$ cat config.mk
export PLATFORM = sky130hd
export DESIGN_NAME = alu_issue_ctrl_flat
export DESIGN_NICKNAME = d
export VERILOG_FILES = /design/src/rtl/alu_pkg.sv /design/src/rtl/alu_issue_ctrl_if.sv /design/src/rtl/alu_issue_decode.sv /design/src/rtl/alu_issue_ctrl.sv /design/src/flat_wrapper.sv
export SDC_FILE = /design/constraint.sdc
export NUM_CORES = 1
export LEC_CHECK = 0
export CAP_MARGIN = 20
export CORE_MARGIN = 10
export CORE_UTILIZATION = 44
export CTS_BUF_LIST = sky130_fd_sc_hd__clkbuf_4 sky130_fd_sc_hd__clkbuf_8
export DETAILED_ROUTE_END_ITERATION = 12
export PLACE_DENSITY = 0.83
export SLEW_MARGIN = 40
export SYNTH_ARGS = -nofsm -noshare
export SYNTH_HDL_FRONTEND = slang
export SYNTH_HIERARCHICAL = 1
export SYNTH_SLANG_ARGS = --single-unit
$ cat constraint.sdc
create_clock -name clk_i -period 4.45 [get_ports clk_i]
set_input_delay 0.6675 -clock clk_i [delete_from_list [all_inputs] [get_ports clk_i]]
set_output_delay 0.6675 -clock clk_i [all_outputs]
set_load 0.05 [all_outputs]
$ cat src/rtl/alu_pkg.sv
// Shared constants and types for the RV32I ALU issue controller.
// Optional SLT/SLTU decode is enabled by defining ALU_ISSUE_SLT_EN.
package alu_pkg;

  localparam logic [6:0] OPC_OP     = 7'b0110011;
  localparam logic [6:0] OPC_OP_IMM = 7'b0010011;
  localparam logic [6:0] OPC_BRANCH = 7'b1100011;

  localparam logic [2:0] ALU_ADD   = 3'b000;
  localparam logic [2:0] ALU_SUB   = 3'b001;
  localparam logic [2:0] ALU_ANDOR = 3'b010;
  localparam logic [2:0] ALU_XOR   = 3'b011;
  localparam logic [2:0] ALU_SRA   = 3'b100;
  localparam logic [2:0] ALU_SLA   = 3'b101;
  localparam logic [2:0] ALU_SRL   = 3'b110;
  localparam logic [2:0] ALU_SLL   = 3'b111;

  localparam int FLAG_N = 0;
  localparam int FLAG_Z = 1;
  localparam int FLAG_V = 2;
  localparam int FLAG_C = 3;

  typedef enum logic [3:0] {
    KIND_ALU, KIND_SLT, KIND_SLTU,
    KIND_BEQ, KIND_BNE, KIND_BLT, KIND_BGE, KIND_BLTU, KIND_BGEU
  } kind_e;

  typedef enum logic [1:0] {ST_IDLE, ST_EXEC, ST_DONE} state_e;

endpackage

$ cat src/rtl/alu_issue_ctrl_if.sv
// Instruction-in and writeback-record-out handshake bundle of alu_issue_ctrl.
interface alu_issue_ctrl_if;
  logic        in_valid;
  logic        in_ready;
  logic [31:0] instr;
  logic [31:0] rs1_data;
  logic [31:0] rs2_data;
  logic        out_valid;
  logic        out_ready;
  logic [4:0]  rd_addr;
  logic [31:0] rd_data;
  logic        rd_we;
  logic        branch_taken;
  logic        illegal;

  modport master (
    output in_valid, instr, rs1_data, rs2_data, out_ready,
    input  in_ready, out_valid, rd_addr, rd_data, rd_we, branch_taken, illegal
  );

  modport slave (
    input  in_valid, instr, rs1_data, rs2_data, out_ready,
    output in_ready, out_valid, rd_addr, rd_data, rd_we, branch_taken, illegal
  );
endinterface

$ cat src/rtl/alu_issue_decode.sv
// Combinational RV32I OP/OP-IMM/BRANCH decode into ALU controls and operands.
// SLT/SLTU/SLTI/SLTIU are legal only when ALU_ISSUE_SLT_EN is defined.
module alu_issue_decode
  import alu_pkg::*;
(
  input  logic [31:0] instr_i,
  input  logic [31:0] rs1_data_i,
  input  logic [31:0] rs2_data_i,
  output logic [2:0]  alu_control_o,
  output logic        alu_sign_o,
  output logic [31:0] src_a_o,
  output logic [31:0] src_b_o,
  output logic [4:0]  rd_o,
  output kind_e       kind_o,
  output logic        illegal_o
);
  logic [6:0]  opcode;
  logic [6:0]  funct7;
  logic [2:0]  funct3;
  logic [31:0] imm_i;
  logic [31:0] shamt;
  logic        unused_rs1_field;

  assign opcode           = instr_i[6:0];
  assign funct3           = instr_i[14:12];
  assign funct7           = instr_i[31:25];
  assign imm_i            = {{20{instr_i[31]}}, instr_i[31:20]};
  assign shamt            = {27'b0, instr_i[24:20]};
  assign unused_rs1_field = ^instr_i[19:15];

  always_comb begin
    alu_control_o = ALU_ADD;
    alu_sign_o    = 1'b0;
    src_a_o       = rs1_data_i;
    src_b_o       = rs2_data_i;
    rd_o          = instr_i[11:7];
    kind_o        = KIND_ALU;
    illegal_o     = 1'b0;
    case (opcode)
      OPC_OP: begin
        // funct7=0100000 only qualifies SUB and SRA
        if (funct7 != 7'b0 && !(funct7 == 7'b0100000 && (funct3 == 3'b000 || funct3 == 3'b101)))
          illegal_o = 1'b1;
        case (funct3)
          3'b000: alu_control_o = funct7[5] ? ALU_SUB : ALU_ADD;
          3'b001: alu_control_o = ALU_SLL;
`ifdef ALU_ISSUE_SLT_EN
          3'b010: begin alu_control_o = ALU_SUB; kind_o = KIND_SLT;  end
          3'b011: begin alu_control_o = ALU_SUB; kind_o = KIND_SLTU; end
`else
          3'b010, 3'b011: illegal_o = 1'b1;
`endif
          3'b100: alu_control_o = ALU_XOR;
          3'b101: alu_control_o = funct7[5] ? ALU_SRA : ALU_SRL;
          3'b110: begin alu_control_o = ALU_ANDOR; alu_sign_o = 1'b1; end
          default: alu_control_o = ALU_ANDOR;
        endcase
      end
      OPC_OP_IMM: begin
        src_b_o = imm_i;
        case (funct3)
          3'b000: alu_control_o = ALU_ADD;
          3'b001: begin
            src_b_o = shamt; alu_sign_o = 1'b1; alu_control_o = ALU_SLL;
            if (funct7 != 7'b0) illegal_o = 1'b1;
          end
`ifdef ALU_ISSUE_SLT_EN
          3'b010: begin alu_control_o = ALU_SUB; kind_o = KIND_SLT;  end
          3'b011: begin alu_control_o = ALU_SUB; kind_o = KIND_SLTU; end
`else
          3'b010, 3'b011: illegal_o = 1'b1;
`endif
          3'b100: alu_control_o = ALU_XOR;
          3'b101: begin
            src_b_o = shamt; alu_sign_o = 1'b1;
            alu_control_o = funct7[5] ? ALU_SRA : ALU_SRL;
            if (funct7 != 7'b0 && funct7 != 7'b0100000) illegal_o = 1'b1;
          end
          3'b110: begin alu_control_o = ALU_ANDOR; alu_sign_o = 1'b1; end
          default: alu_control_o = ALU_ANDOR;
        endcase
      end
      OPC_BRANCH: begin
        alu_control_o = ALU_SUB;
        rd_o          = 5'd0;
        case (funct3)
          3'b000:  kind_o = KIND_BEQ;
          3'b001:  kind_o = KIND_BNE;
          3'b100:  kind_o = KIND_BLT;
          3'b101:  kind_o = KIND_BGE;
          3'b110:  kind_o = KIND_BLTU;
          3'b111:  kind_o = KIND_BGEU;
          default: illegal_o = 1'b1;
        endcase
      end
      default: illegal_o = 1'b1;
    endcase
    // Illegal encodings leave the ALU inputs quiet
    if (illegal_o) begin
      alu_control_o = ALU_ADD;
      alu_sign_o    = 1'b0;
      src_a_o       = 32'd0;
      src_b_o       = 32'd0;
      rd_o          = 5'd0;
      kind_o        = KIND_ALU;
    end
  end
endmodule

$ cat src/rtl/alu_issue_ctrl.sv
// Issues one decoded RV32I instruction to an external ALU, waits, captures
// result/flags and emits a writeback/branch record. Option: ALU_ISSUE_SLT_EN.
module alu_issue_ctrl
  import alu_pkg::*;
#(
  parameter int ALU_WAIT_CYCLES = 1,
  parameter int XLEN            = 32
) (
  input  logic             clk_i,
  input  logic             rst_i,
  alu_issue_ctrl_if.slave  bus,
  output logic [XLEN-1:0]  src_a_o,
  output logic [XLEN-1:0]  src_b_o,
  output logic [2:0]       alu_control_o,
  output logic             alu_sign_o,
  input  logic [XLEN-1:0]  alu_result_i,
  input  logic [3:0]       alu_flags_i
);
  localparam int CNT_W = (ALU_WAIT_CYCLES < 2) ? 1 : $clog2(ALU_WAIT_CYCLES + 1);

  if (ALU_WAIT_CYCLES < 1 || XLEN != 32) begin : g_bad_param
    $error("alu_issue_ctrl: ALU_WAIT_CYCLES must be >= 1 and XLEN must be 32");
  end

  state_e      state_q, state_d;
  logic [CNT_W-1:0] cnt_q, cnt_d;
  logic [31:0] src_a_q, src_a_d, src_b_q, src_b_d;
  logic [2:0]  ctrl_q, ctrl_d;
  logic        sign_q, sign_d;
  logic [4:0]  rd_q, rd_d;
  kind_e       kind_q, kind_d;
  logic [4:0]  rd_addr_q, rd_addr_d;
  logic [31:0] rd_data_q, rd_data_d;
  logic        rd_we_q, rd_we_d, taken_q, taken_d, illegal_q, illegal_d;

  logic [2:0]  dec_ctrl;
  logic        dec_sign, dec_illegal;
  logic [31:0] dec_src_a, dec_src_b;
  logic [4:0]  dec_rd;
  kind_e       dec_kind;

  alu_issue_decode u_decode (
    .instr_i       (bus.instr),
    .rs1_data_i    (bus.rs1_data),
    .rs2_data_i    (bus.rs2_data),
    .alu_control_o (dec_ctrl),
    .alu_sign_o    (dec_sign),
    .src_a_o       (dec_src_a),
    .src_b_o       (dec_src_b),
    .rd_o          (dec_rd),
    .kind_o        (dec_kind),
    .illegal_o     (dec_illegal)
  );

  logic        lt_signed;
  logic [31:0] cap_data;
  logic        cap_we, cap_taken;

  assign lt_signed = alu_flags_i[FLAG_N] ^ alu_flags_i[FLAG_V];

  always_comb begin
    cap_data  = alu_result_i;
    cap_we    = (rd_q != 5'd0);
    cap_taken = 1'b0;
    case (kind_q)
`ifdef ALU_ISSUE_SLT_EN
      KIND_SLT:  cap_data = {31'b0, lt_signed};
      KIND_SLTU: cap_data = {31'b0, alu_flags_i[FLAG_C]};
`endif
      KIND_BEQ:  begin cap_data = '0; cap_we = 1'b0; cap_taken =  alu_flags_i[FLAG_Z]; end
      KIND_BNE:  begin cap_data = '0; cap_we = 1'b0; cap_taken = !alu_flags_i[FLAG_Z]; end
      KIND_BLT:  begin cap_data = '0; cap_we = 1'b0; cap_taken =  lt_signed; end
      KIND_BGE:  begin cap_data = '0; cap_we = 1'b0; cap_taken = !lt_signed; end
      KIND_BLTU: begin cap_data = '0; cap_we = 1'b0; cap_taken =  alu_flags_i[FLAG_C]; end
      KIND_BGEU: begin cap_data = '0; cap_we = 1'b0; cap_taken = !alu_flags_i[FLAG_C]; end
      default: ;
    endcase
  end

  always_comb begin
    state_d = state_q;  cnt_d = cnt_q;
    src_a_d = src_a_q;  src_b_d = src_b_q;  ctrl_d = ctrl_q;  sign_d = sign_q;
    rd_d = rd_q;        kind_d = kind_q;
    rd_addr_d = rd_addr_q;  rd_data_d = rd_data_q;  rd_we_d = rd_we_q;
    taken_d = taken_q;      illegal_d = illegal_q;
    case (state_q)
      ST_IDLE: if (bus.in_valid) begin
        src_a_d = dec_src_a;  src_b_d = dec_src_b;  ctrl_d = dec_ctrl;  sign_d = dec_sign;
        rd_d    = dec_rd;     kind_d  = dec_kind;
        if (dec_illegal) begin
          rd_addr_d = 5'd0;  rd_data_d = '0;  rd_we_d = 1'b0;
          taken_d   = 1'b0;  illegal_d = 1'b1;
          state_d   = ST_DONE;
        end else begin
          cnt_d   = CNT_W'(ALU_WAIT_CYCLES);
          state_d = ST_EXEC;
        end
      end
      ST_EXEC: begin
        cnt_d = cnt_q - CNT_W'(1);
        if (cnt_q == CNT_W'(1)) begin
          rd_addr_d = rd_q;     rd_data_d = cap_data;  rd_we_d = cap_we;
          taken_d   = cap_taken; illegal_d = 1'b0;
          state_d   = ST_DONE;
        end
      end
      ST_DONE: if (bus.out_ready) state_d = ST_IDLE;
      default: state_d = ST_IDLE;
    endcase
  end

  always_ff @(posedge clk_i or posedge rst_i) begin
    if (rst_i) begin
      state_q <= ST_IDLE;  cnt_q <= '0;
      src_a_q <= '0;  src_b_q <= '0;  ctrl_q <= '0;  sign_q <= 1'b0;
      rd_q <= '0;     kind_q <= KIND_ALU;
      rd_addr_q <= '0;  rd_data_q <= '0;  rd_we_q <= 1'b0;
      taken_q <= 1'b0;  illegal_q <= 1'b0;
    end else begin
      state_q <= state_d;  cnt_q <= cnt_d;
      src_a_q <= src_a_d;  src_b_q <= src_b_d;  ctrl_q <= ctrl_d;  sign_q <= sign_d;
      rd_q <= rd_d;        kind_q <= kind_d;
      rd_addr_q <= rd_addr_d;  rd_data_q <= rd_data_d;  rd_we_q <= rd_we_d;
      taken_q <= taken_d;      illegal_q <= illegal_d;
    end
  end

  assign bus.in_ready     = (state_q == ST_IDLE) && !rst_i;
  assign bus.out_valid    = (state_q == ST_DONE);
  assign bus.rd_addr      = rd_addr_q;
  assign bus.rd_data      = rd_data_q;
  assign bus.rd_we        = rd_we_q;
  assign bus.branch_taken = taken_q;
  assign bus.illegal      = illegal_q;
  assign src_a_o          = src_a_q;
  assign src_b_o          = src_b_q;
  assign alu_control_o    = ctrl_q;
  assign alu_sign_o       = sign_q;
endmodule

$ cat src/flat_wrapper.sv
// flat-port wrapper written by rule: the top's interface ports become plain ports
module alu_issue_ctrl_flat import alu_pkg::*;
#(
  parameter int ALU_WAIT_CYCLES = 1,
  parameter int XLEN            = 32
)
  (clk_i, rst_i, src_a_o, src_b_o, alu_control_o, alu_sign_o, alu_result_i, alu_flags_i, bus_in_valid, bus_instr, bus_rs1_data, bus_rs2_data, bus_out_ready, bus_in_ready, bus_out_valid, bus_rd_addr, bus_rd_data, bus_rd_we, bus_branch_taken, bus_illegal);
  alu_issue_ctrl_if bus_i ();
  input  logic clk_i;
  input  logic rst_i;
  output logic [XLEN-1:0] src_a_o;
  output logic [XLEN-1:0] src_b_o;
  output logic [2:0] alu_control_o;
  output logic alu_sign_o;
  input  logic [XLEN-1:0] alu_result_i;
  input  logic [3:0] alu_flags_i;
  input wire logic [$bits(bus_i.in_valid)-1:0] bus_in_valid;
  input wire logic [$bits(bus_i.instr)-1:0] bus_instr;
  input wire logic [$bits(bus_i.rs1_data)-1:0] bus_rs1_data;
  input wire logic [$bits(bus_i.rs2_data)-1:0] bus_rs2_data;
  input wire logic [$bits(bus_i.out_ready)-1:0] bus_out_ready;
  output wire logic [$bits(bus_i.in_ready)-1:0] bus_in_ready;
  output wire logic [$bits(bus_i.out_valid)-1:0] bus_out_valid;
  output wire logic [$bits(bus_i.rd_addr)-1:0] bus_rd_addr;
  output wire logic [$bits(bus_i.rd_data)-1:0] bus_rd_data;
  output wire logic [$bits(bus_i.rd_we)-1:0] bus_rd_we;
  output wire logic [$bits(bus_i.branch_taken)-1:0] bus_branch_taken;
  output wire logic [$bits(bus_i.illegal)-1:0] bus_illegal;
  assign bus_i.in_valid = bus_in_valid;
  assign bus_i.instr = bus_instr;
  assign bus_i.rs1_data = bus_rs1_data;
  assign bus_i.rs2_data = bus_rs2_data;
  assign bus_i.out_ready = bus_out_ready;
  assign bus_in_ready = bus_i.in_ready;
  assign bus_out_valid = bus_i.out_valid;
  assign bus_rd_addr = bus_i.rd_addr;
  assign bus_rd_data = bus_i.rd_data;
  assign bus_rd_we = bus_i.rd_we;
  assign bus_branch_taken = bus_i.branch_taken;
  assign bus_illegal = bus_i.illegal;
  alu_issue_ctrl #(.ALU_WAIT_CYCLES(ALU_WAIT_CYCLES), .XLEN(XLEN)) u_core (.clk_i(clk_i), .rst_i(rst_i), .bus(bus_i), .src_a_o(src_a_o), .src_b_o(src_b_o), .alu_control_o(alu_control_o), .alu_sign_o(alu_sign_o), .alu_result_i(alu_result_i), .alu_flags_i(alu_flags_i));
endmodule
# ---- Yosys cells after proc, flatten, opt, wreduce, memory -nomap -nowiden
# Cells that the tools add are included.
dict set report word_totals {
  reg_bits 120
  inputBits 136
  word_cells 120
}
dict set report classes {
  add_sub_neg 1
  n_eq_ne 25
  muxes 55
  n_bitwise 1
  n_reduce_logical 25
}
# operator n
set ops {}
lappend ops {{$mux W32} 8}
lappend ops {{$pmux W32 S2} 1}
lappend ops {{$mux W5} 5}
lappend ops {{$pmux W4 S6} 1}
lappend ops {{$mux W1} 19}
lappend ops {{$eq A4 B3 Y1 const B} 4}
lappend ops {{$pmux W3 S5} 1}
lappend ops {{$eq A7 B6 Y1 const B} 2}
lappend ops {{$eq A3 B3 Y1 const B} 4}
lappend ops {{$pmux W3 S4} 1}
lappend ops {{$reduce_or A6 Y1} 2}
lappend ops {{$mux W2} 5}
lappend ops {{$pmux W1 S2} 5}
lappend ops {{$pmux W5 S2} 1}
lappend ops {{$pmux W3 S3} 1}
lappend ops {{$mux W4} 2}
lappend ops {{$eq A7 B5 Y1 const B} 1}
lappend ops {{$eq A7 B7 Y1 const B} 1}
lappend ops {{$ne A7 B6 Y1 const B} 1}
lappend ops {{$reduce_bool A7 Y1} 1}
lappend ops {{$eq A3 B2 Y1 const B} 2}
lappend ops {{$ne A2 B2 Y1 const B} 3}
lappend ops {{$pmux W1 S3} 2}
lappend ops {{$pmux W1 S6} 1}
lappend ops {{other kinds (22)} 33}

# ---- Logic depth before layout (Yosys ltp)
# Gate-level depths: netlist (run 1).
dict set report depth {
  ltp_word 11
  ltp_mapped 11
}

# ---- Hierarchy
# The synthesis (run 1) kept the hierarchy.
# mod instances cells_per_inst area_per_inst_um2
set by_module_without_submodules {}
lappend by_module_without_submodules {alu_issue_ctrl 1 286 4544.4}
lappend by_module_without_submodules {alu_issue_decode 1 222 1184.9}

# ---- Least setup slack after synthesis (run 1)
# OpenSTA, ideal clock, no wires.
dict set report synth_path {
  path_type {input to register}
  start {input bus_instr[2]}
  end {register u_core.rd_addr_q[0] (netlist: u_core/bus.rd_addr[0])}
  t_arrival_ps 2667
  slack_ps 1662
  path_stages 8
  path_buffers 1
  cell_sequence {nand4bb_1 or4_4 o21ai_4 or2_2 nand3b_1 a21o_1 clkbuf_1 a22o_1}
}
dict set report synth_via {
  elab_chain_cells 4
}
# item line
set synth_rtl {}
lappend synth_rtl {{start, declared} flat_wrapper.sv:18} ;# input wire logic [$bits(bus_i.instr)-1:0] bus_instr;
lappend synth_rtl {{$eq A7 B7 Y1 (tied with other cells)} alu_issue_decode.sv:39} ;# case (opcode)
lappend synth_rtl {{$pmux W1 S3 *} alu_issue_decode.sv:39}
lappend synth_rtl {{named net u_core.dec_illegal} alu_issue_ctrl.sv:37} ;# logic dec_sign, dec_illegal;
lappend synth_rtl {{$ne A2 B1 Y1 (no source line) *} -}
lappend synth_rtl {{$reduce_and A4 Y1 (no source line) *} -}
lappend synth_rtl {{end signal, assigned} alu_issue_ctrl.sv:123} ;# rd_addr_q <= rd_addr_d; rd_data_q <= rd_data_d; rd_we_q <= rd_we_d;
lappend synth_rtl {{end, declared} alu_issue_ctrl.sv:32} ;# logic [4:0] rd_addr_q, rd_addr_d;
# Mark *: on every way through the listed nets, which the timed path passes. The rest lies on a longest branch.
# A chain may end at the register's enable or synchronous reset.

# ---- Worst setup path in the final report (run 1)
dict set report layout_path {
  start {input bus_instr[12]}
  end {register u_core.rd_data_q[26] (netlist: u_core/bus.rd_data[26])}
}
dict set report layout_via {
  elab_chain_cells 10
}
# item line
set layout_rtl {}
lappend layout_rtl {{$eq A3 B3 Y1 or $logic_not A3 Y1 (tied branches)} {alu_issue_decode.sv:42, alu_issue_decode.sv:61, alu_issue_decode.sv:86}}
lappend layout_rtl {{$logic_or A1 B1 Y1} alu_issue_decode.sv:42} ;# if (funct7 != 7'b0 && !(funct7 == 7'b0100000 && (funct3 == 3'b000 || funct3 == 3'b101)))
lappend layout_rtl {{$logic_and A1 B1 Y1} alu_issue_decode.sv:42}
lappend layout_rtl {{$logic_not A1 Y1} alu_issue_decode.sv:42}
lappend layout_rtl {{$logic_and A1 B1 Y1} alu_issue_decode.sv:42}
lappend layout_rtl {{$mux W1} alu_issue_decode.sv:42}
lappend layout_rtl {{$mux W1} alu_issue_decode.sv:44} ;# case (funct3)
lappend layout_rtl {{$pmux W1 S3 *} alu_issue_decode.sv:39}
lappend layout_rtl {{named net u_core.dec_illegal} alu_issue_ctrl.sv:37}
lappend layout_rtl {{$ne A2 B1 Y1 (no source line) *} -}
lappend layout_rtl {{$reduce_and A4 Y1 (no source line) *} -}
lappend layout_rtl {{end signal, assigned} alu_issue_ctrl.sv:123}
lappend layout_rtl {{end, declared} alu_issue_ctrl.sv:33} ;# logic [31:0] rd_data_q, rd_data_d;
# Marks and branches as above.

==> results of run 1 <==
worst min path at each step:
stage / to / slack, ns / cells after the start
finish: u_core/bus.rd_we / 0.49 / 2
global route: u_core/bus.rd_we / 0.51 / 2
CTS: u_core/bus.rd_we / 0.49 / 2
detailed placement: u_core/bus.rd_we / 0.48 / 2
global placement: u_core/bus.rd_we / 0.46 / 2
floorplan: u_core/bus.rd_addr[4] / 0.48 / 1
stage by stage:
step	hold slack, ns	utilization	cell area (sq um)
floorplan	0.475	-	5730
global placement	0.463	0.645	8170
detailed placement	0.478	0.645	8180
CTS	0.495	0.677	8580
global route	0.509	0.677	8580
finish	0.490	0.677	8580
cells by family (layout without fill, tap and decap cells):
kind of cell	count (synthesis)	in the layout
AOI/OAI and AO/OA	69	69
muxes	85	85
buffers and inverters	77	315
DFF	120	120
xor gates and xnor gates	4	4
and+or+nand+nor	153	153
cell usage after synthesis, types with 2 or more instances:
cell      count
nand2_1      19
a21oi_1       4
o211ai_1      2
nor3_1       65
xor2_1        2
buf_2        12
nand3_1      13
inv_1        36
nand2b_1      2
buf_4         4
or2_2         2
clkbuf_1     17
nor2_1       27
xnor2_1       2
dfrtp_1     120
o21ai_0       4
a22o_1       38
nand3b_1      2
buf_6         7
and3b_1       2
a211oi_1      7
nor4bb_1      2
mux2i_1       7
nor4b_1       3
mux2_2       78
nor2b_1       3
cell type report:
type | instances | area [sq um]
Inverter | 36 | 140
Multi-Input combinational cell | 311 | 2360
Fill cell | 951 | 4090
Sequential cell | 120 | 3000
Timing Repair Buffer | 247 | 2460
Clock buffer | 24 | 305
Clock inverter | 8 | 95.1
Tap cell | 172 | 215
sequential cells by signal, indices dropped and copies added (netlist names), 2 cells and up:
name	count
u_core/alu_control_o	3
u_core/bus.rd_addr	5
u_core/bus.rd_data	32
u_core/kind_q	4
u_core/rd_q	5
u_core/src_a_o	32
u_core/src_b_o	32
u_core/state_q	2
worst register-to-register path, cell delays in order, from the launching register on:
cell and delay [ns]:
dfrtp_1 0.52, and3b_1 0.40, o211a_2 0.72, o21ai_0 0.25, nand2_1 0.11
where the power goes:
part           switching [mW]  total [mW]  internal [mW]
logic                   0.182       0.359          0.177
clock network           0.423       0.987          0.563
registers              0.0102        1.11           1.10
total                   0.616        2.46           1.84
metal layers:
metal / wire length (um) / up-vias / share of wire / global-route usage
met5: 0 / - / 0 / 0
met2: 8580 / 184 / 0.48 / 0.316
met3: 1840 / 20 / 0.10 / 0.102
met1: 7130 / 2340 / 0.40 / 0.219
li1: - / 2253 / - / -
met4: 256 / 0 / 0.014 / 0.0556
==> results_dict.tcl, run 1 <==
set metrics [dict create \
    end_kind "flop" \
    cts_root_buf "clkbuf_8" \
    cp_num_buf_inv 2 \
    synth_edf_count 0 \
    clock_skew_ns 0.00764 \
    required_ns 4.76 \
    regToRegSetupSlack_ns 2.39 \
    synth.area.mux_share 0.166 \
    cp.arrival_ns 3.38 \
    gp_congestion 0.812 \
    synth-xor-area-share 0.00611 \
    total_power_mw 2.46 \
    seq_area_frac_synth 0.524 \
    fp.dieH_um 134 \
    fmax_mhz 327 \
    rr_worst_depth 4 \
    ys_top_cells_by_area "dfrtp_1, mux2_2, a22o_1, nor3_1, inv_1" \
    maxCapViolCount 0 \
    rsz0062_at_grt "false" \
    synth-compound-area-share 0.0989 \
    relSlewSlack 0.477 \
    ctsHoldBuffers 0 \
    grt_max_degree 78 \
    hold_violations 0 \
    setup_tns_ns 0 \
    drtIter0Drc 238 \
    final_cells 918 \
    cts_made_buffers 17 \
    ys.flop_type "dfrtp_1" \
    wl_per_cell_um 19.4 \
    ys_ff_latch 120 \
    async_flop_share 1.00 \
    critPathSlowestCell "clkdlybuf4s50_1" \
    critPathLaunch "bus_instr[12]" \
    port_buffers 240 \
    crit_cells 9 \
    syn_area_per_cell_sq_um 11.3 \
    ios 246 \
    path_max_fanout 41 \
    setup_viol 0 \
    clock-sinks 120 \
    timing.critical_path.to "u_core/bus.rd_data[26]" \
    fp-row-count 41 \
    gr-total-overflow 0 \
    cp-start-kind "input pin" \
    worst_pin_slew_ns 0.785 \
    yosys.area_share.adder 0 \
    syn-instance-count 508 \
    yosysTopAreaCellShare 0.524 \
    r2r-start "u_core/state_q[0]" \
    slowest_delay_ns 0.68 \
    grt_usage 0.195 \
    period_needed_ns 3.06 \
    place.detailed.hpwl_um 13100 \
    slew_violations 0 \
    ir_drop_uv 271 \
    worstPathCellList "clkdlybuf4s50_1 -> nand2b_1 -> or4_4 -> o21ai_4 -> or2_2 -> nand3b_1 -> a21o_1 -> buf_4 -> a22o_1" \
    htree_num_levels 4 \
    p_leak_nw 3.89 \
    area_growth_pct 49.7 \
    critPathKind "input pin to flop" \
    nNetsFinal 869 \
    holdCritStartpoint "u_core/bus.rd_we" \
    p_per_area_nw_per_um2 287 \
    r2r-end "u_core/bus.rd_we" \
    synth_cell_types 54 \
    die-area_sq_um 18000 \
    grt_pass1_vias 5177 \
    ys_warn_count 6 \
    syn_area_sq_um 5730 \
    status "finished, final reports clean" \
    antenna_found_initial 0 \
    drc 0 \
    dp_cells 886 \
    routed_wl_um 17800 \
    vias 4797 \
    path_delay_family "simple AND/OR/NAND/NOR gates" \
    min_period_over_period 0.688 \
    layout.cells.most_common "clkdlybuf4s50_1" \
    drive_gt1_frac 0.173 \
    synth_top_family_by_area "multiplexers" \
    fin_ws_ns 1.39 \
    vias_per_cell 5.23 \
    final_antenna_net_count 0 \
    initial_core_util 0.452 \
    antenna_cells 0 \
    final_cell_mix "clkdlybuf4s50_1, dfrtp_1, mux2_2" \
    yosys.area_share.simple 0.140 \
    cts_buffer_depth 2 \
    cts.clk_slew.worst_paths_ns 0.07 \
    cts_tree "yes" \
    coreArea_sq_um 12700 \
    hold_path_class "flop to flop" \
    place_ws_ns 0.985 \
    synth_top_area_cell "dfrtp_1" \
    chipWidth_um 134 \
    cts_resized 0 \
    postCtsSetupRepairBufs 0 \
    grt_pass1_wl_um 27700 \
    drt_first_pass_iters 5 \
    insertion_delay_ns 0.43 \
    syn_nets 644 \
]
Power figures use the tool's default switching activity.
==> run 2: changes to the inputs <==
Clock period 4.45 ns to 3 ns, I/O delays scaled along.
==> run 2 against run 1 <==
Core utilization up 1.1 points. Clock skew about the same. Critical endpoint is now u_core/bus.rd_data[2]. Largest cell class unchanged. Hold slack better by 0.0076 ns. Critical path type unchanged. Largest power group unchanged. Final cell count up 1.4%.
==> results_dict.tcl, run 2 (synthesized netlist as in run 1, its figures left out) <==
set metrics [dict create \
    status "finished, final reports clean" \
    vias 4896 \
    wl_per_cell_um 19.6 \
    drive_gt1_frac 0.187 \
    worst_pin_slew_ns 0.723 \
    fp-row-count 41 \
    die-area_sq_um 18000 \
    cts_buffer_depth 2 \
    antenna_found_initial 0 \
    r2r-start "u_core/state_q[0]" \
    final_cells 931 \
    fp.dieH_um 134 \
    min_period_over_period 0.828 \
    grt_pass1_wl_um 28900 \
    path_max_fanout 41 \
    cts.clk_slew.worst_paths_ns 0.07 \
    critPathLaunch "bus_instr[6]" \
    postCtsSetupRepairBufs 0 \
    hold_violations 0 \
    grt_max_degree 72 \
    cp.arrival_ns 2.80 \
    grt_pass1_vias 5270 \
    cts_resized 0 \
    cts_tree "yes" \
    end_kind "flop" \
    p_leak_nw 3.97 \
    num-fill-cells 928 \
    cp-start-kind "input pin" \
    cts_root_buf "clkbuf_8" \
    coreArea_sq_um 12700 \
    slew_violations 0 \
    multi_input_area_sq_um 2360 \
    setup_tns_ns 0 \
    area_growth_pct 52.1 \
    htree_num_levels 4 \
    gr-total-overflow 0 \
    routed_wl_um 18200 \
    cts_made_buffers 17 \
    insertion_delay_ns 0.43 \
    drtIter0Drc 226 \
    hold_path_class "flop to flop" \
    nNetsFinal 882 \
    clock_skew_ns 0.00797 \
    final_cell_mix "clkdlybuf4s50_1, dfrtp_1, mux2_2" \
    period_needed_ns 2.48 \
    vias_per_cell 5.26 \
    gp_congestion 0.810 \
    dp_cells 899 \
    ctsHoldBuffers 0 \
    p_per_area_nw_per_um2 428 \
    critPathKind "input pin to flop" \
    seqCellArea_sq_um 3000 \
    final_antenna_net_count 0 \
    fmax_mhz 403 \
    layout.cells.most_common "clkdlybuf4s50_1" \
    port_buffers 240 \
    rsz0062_at_grt "false" \
    slowest_delay_ns 0.51 \
    relSlewSlack 0.518 \
    setup_viol 0 \
    required_ns 3.31 \
    initial_core_util 0.452 \
    ios 246 \
    worstPathCellList "clkdlybuf4s50_1 -> or2b_4 -> or4_4 -> o21ai_4 -> or2_2 -> nand3b_1 -> a21o_1 -> buf_12 -> a22o_1" \
    fin_util 0.688 \
    maxCapViolCount 0 \
    regToRegSetupSlack_ns 1.20 \
    clock-sinks 120 \
    ir_drop_uv 347 \
    drt_first_pass_iters 5 \
    grt_usage 0.203 \
    path_delay_family "simple AND/OR/NAND/NOR gates" \
    cp_num_buf_inv 2 \
    holdCritStartpoint "u_core/bus.rd_we" \
    worst_hold_slack_ns 0.497 \
    antenna_cells 0 \
    critPathSlowestCell "or4_4" \
    drc 0 \
    place.detailed.hpwl_um 14000 \
    chipWidth_um 134 \
]
run 2: cell count changes in the layout (fill, tap and decap cells not counted), sizes merged:
cell / before / now
clkinv: 4 / 3
clkinvlp: 2 / 3
bufinv: 2 / 3
buf: 7 / 20
inv: 36 / 35
run 2: worst register-to-register path, stage by stage (launching register included):
cell and delay, ns:
dfrtp_1 0.48, nor3b_4 0.24, buf_4 0.53, mux2_2 0.45
run 2: per-layer routing:
layer,up-vias,global-route usage,wire [um]
li1,2289,-,-
met2,195,0.330,8870
met1,2385,0.230,7150
met3,27,0.0978,1830
met5,-,0,0
met4,0,0.0707,373
run 2: power breakdown:
group / internal, mW / switching [mW]
registers: 1.64 / 0.0155
clock network: 0.908 / 0.623
logic: 0.275 / 0.273
total: 2.82 / 0.912
run 2: final cells by class:
| cell class | instances | area share |
|---|---|---|
| multi-input combinational | 311 | 0.271 |
| clock inverter | 8 | 0.0138 |
| inverter | 36 | 0.0159 |
| tap | 172 | 0.0247 |
| clock buffer | 24 | 0.0343 |
| sequential | 120 | 0.345 |
| timing repair buffer | 260 | 0.296 |
run 2: through the flow:
stage | power (mW) | worst slack (ns) | instance area [sq um]
after floorplan | 1.96 | 0.429 | 5730
after global placement | 2.22 | 0.136 | 8300
after detailed placement | 2.23 | 0.0651 | 8300
after CTS | 3.77 | 0.507 | 8710
after global routing | 3.90 | 0.417 | 8710
final | 3.73 | 0.517 | 8710
run 2: worst paths after layout:
check	to	depth (start not counted)
worst max register to register	u_core/src_b_o[8]	3
worst max-delay path	u_core/bus.rd_data[2]	9
worst min-delay path	u_core/bus.rd_we	2
max in group asynchronous	u_core/src_a_o[29]	3
worst min register to register	u_core/bus.rd_we	2
min in group asynchronous	u_core/state_q[1]	3
==> run 3: changes to the inputs <==
Clock period 3 ns to 2.52 ns, I/O delays scaled along.
==> run 3 against run 2 <==
Total power up 21%. Wire length up 2.2%. First-iteration DRC count up 4.0%. Register-to-register slack worse by 0.54 ns. Core utilization up 1.3 points. Global-route usage up 0.43 points. Clock power up 22%. Sequential share of layout area down 0.63 points.
==> results_dict.tcl, run 3 (synthesized netlist as in run 1, its figures left out) <==
set metrics [dict create \
    placed_cell_area_sq_um 8440 \
    grt_use_met3 0.0870 \
    path_max_fanout 41 \
    globalRouteMet2Util 0.347 \
    layout.cells.most_common "clkdlybuf4s50_1" \
    setup_tns_ns 0 \
    final_cell_mix "clkdlybuf4s50_1, dfrtp_1, mux2_2" \
    timing.critical_path.to "u_core/bus.rd_data[20]" \
    die-area_sq_um 18000 \
    ios 246 \
    hold_path_class "input pin to asynchronous set/reset pin" \
    gr-total-overflow 0 \
    htree_num_levels 4 \
    r2r-end "u_core/bus.rd_data[20]" \
    clock_skew_ns 0.0123 \
    grt_use_met1 0.241 \
    final_antenna_net_count 0 \
    cts_buffer_depth 2 \
    fin_ws_ns 0.123 \
    fp.dieH_um 134 \
    routed_wl_um 18600 \
    cts_root_buf "clkbuf_8" \
    cp-start-kind "input pin" \
    stdcell_area_sq_um 8880 \
    drive_gt1_frac 0.199 \
    vias_per_cell 5.25 \
    fmax_mhz 417 \
    ctsHoldBuffers 0 \
    nNetsFinal 892 \
    postCtsSetupRepairBufs 0 \
    p_sw_frac 0.241 \
    drtIter0Drc 235 \
    end_kind "flop" \
    critPathLaunch "bus_instr[4]" \
    slew_violations 0 \
    r2r-start "u_core/kind_q[0]" \
    drt_first_pass_iters 4 \
    p_clk_frac 0.413 \
    regToRegSetupSlack_ns 0.66 \
    p_seq_frac 0.437 \
    rsz0062_at_grt "false" \
    coreArea_sq_um 12700 \
    gp_congestion 0.798 \
    p_per_area_nw_per_um2 508 \
    hold_violations 0 \
    wl_per_cell_um 19.8 \
    cts.clk_slew.worst_paths_ns 0.07 \
    power.switching_mw 1.09 \
    status "finished, final reports clean" \
    cts_tree "yes" \
    area_growth_pct 54.9 \
    port_buffers 240 \
    insertion_delay_ns 0.43 \
    internal_power_mw 3.42 \
    chipWidth_um 134 \
    period_needed_ns 2.40 \
    fin_util 0.701 \
    relSlewSlack 0.516 \
    grt_pass1_wl_um 29500 \
    grt_max_degree 64 \
    required_ns 2.82 \
    initial_core_util 0.452 \
    rr_worst_depth 4 \
    comb_power_share 0.151 \
    antenna_cells 0 \
    p_leak_nw 4.05 \
    grt_busiest_layer "met2" \
    grt_usage 0.208 \
    cts_resized 0 \
    maxCapViolCount 0 \
    drc 0 \
    critPathKind "input pin to flop" \
    ir_drop_uv 407 \
    antenna_found_initial 0 \
    vias 4943 \
    worst_pin_slew_ns 0.726 \
    num-fill-cells 921 \
    fp-row-count 41 \
    setup_viol 0 \
    place.detailed.hpwl_um 14100 \
    clock-sinks 120 \
    min_period_over_period 0.951 \
    cp.arrival_ns 2.70 \
    place_ws_ns -0.297 \
    cts_made_buffers 17 \
    grt_pass1_vias 5293 \
]
run 3: cell types whose count changed in the layout (fill, tap and decap cells not counted):
cell / change
buf_12: +6
buf_4: +5
clkbuf_4: -1
clkbuf_8: +2
clkdlybuf4s50_1: -1
clkinv_2: -1
run 3: layer usage:
metal / wire length (um) / vias to the layer above / part of all wire
met5: 0 / - / 0
met4: 150 / 0 / 0.0081
met3: 1650 / 10 / 0.089
met2: 9360 / 191 / 0.50
met1: 7460 / 2433 / 0.40
li1: - / 2309 / -
run 3: worst min path at each step:
stage,from,endpoint,slack [ns],cells past startpoint
after detailed placement,u_core/bus.rd_we,u_core/bus.rd_we,0.47,2
final,rst_i,u_core/state_q[1],0.44,3
after global placement,u_core/bus.rd_we,u_core/bus.rd_we,0.46,2
after global routing,rst_i,u_core/state_q[0],0.45,3
after floorplan,u_core/rd_q[4],u_core/bus.rd_addr[4],0.48,1
after CTS,rst_i,u_core/state_q[1],0.41,3
run 3: cell type report:
class / count / area (sq um) / area share
well taps: 172 / 215 / 0.0242
flip-flops and latches: 120 / 3000 / 0.338
inverters: 36 / 139 / 0.0156
repair buffers: 270 / 2730 / 0.307
multi-input cells: 311 / 2360 / 0.266
clock inverters: 7 / 115 / 0.0130
clock buffers: 25 / 319 / 0.0359
run 3: power groups by stage:
stage	Clock, mW	Combinational, mW	Sequential [mW]
after detailed placement	0	0.681	2.00
after global routing	1.99	0.726	1.97
after CTS	1.91	0.684	1.97
after floorplan	0	0.270	2.06
final	1.86	0.680	1.97
after global placement	0	0.665	2.00
run 3: metrics by stage:
stage / power, mW / hold WS, ns / cells
2_1_floorplan: 2.33 / 0.475 / 508
3_3_place_gp: 2.67 / 0.465 / 909
3_5_place_dp: 2.68 / 0.469 / 909
4_1_cts: 4.56 / 0.414 / 941
5_1_grt: 4.68 / 0.454 / 941
6_report: 4.51 / 0.439 / 941
run 3: worst max-delay path, stage by stage:
cell and delay (ns):
clkdlybuf4s50_1 0.50, or2b_4 0.28, or4_4 0.51, o21ai_4 0.14, or2_2 0.14, nand3b_1 0.08, a21o_1 0.21, buf_12 0.18
a22o_1 0.27
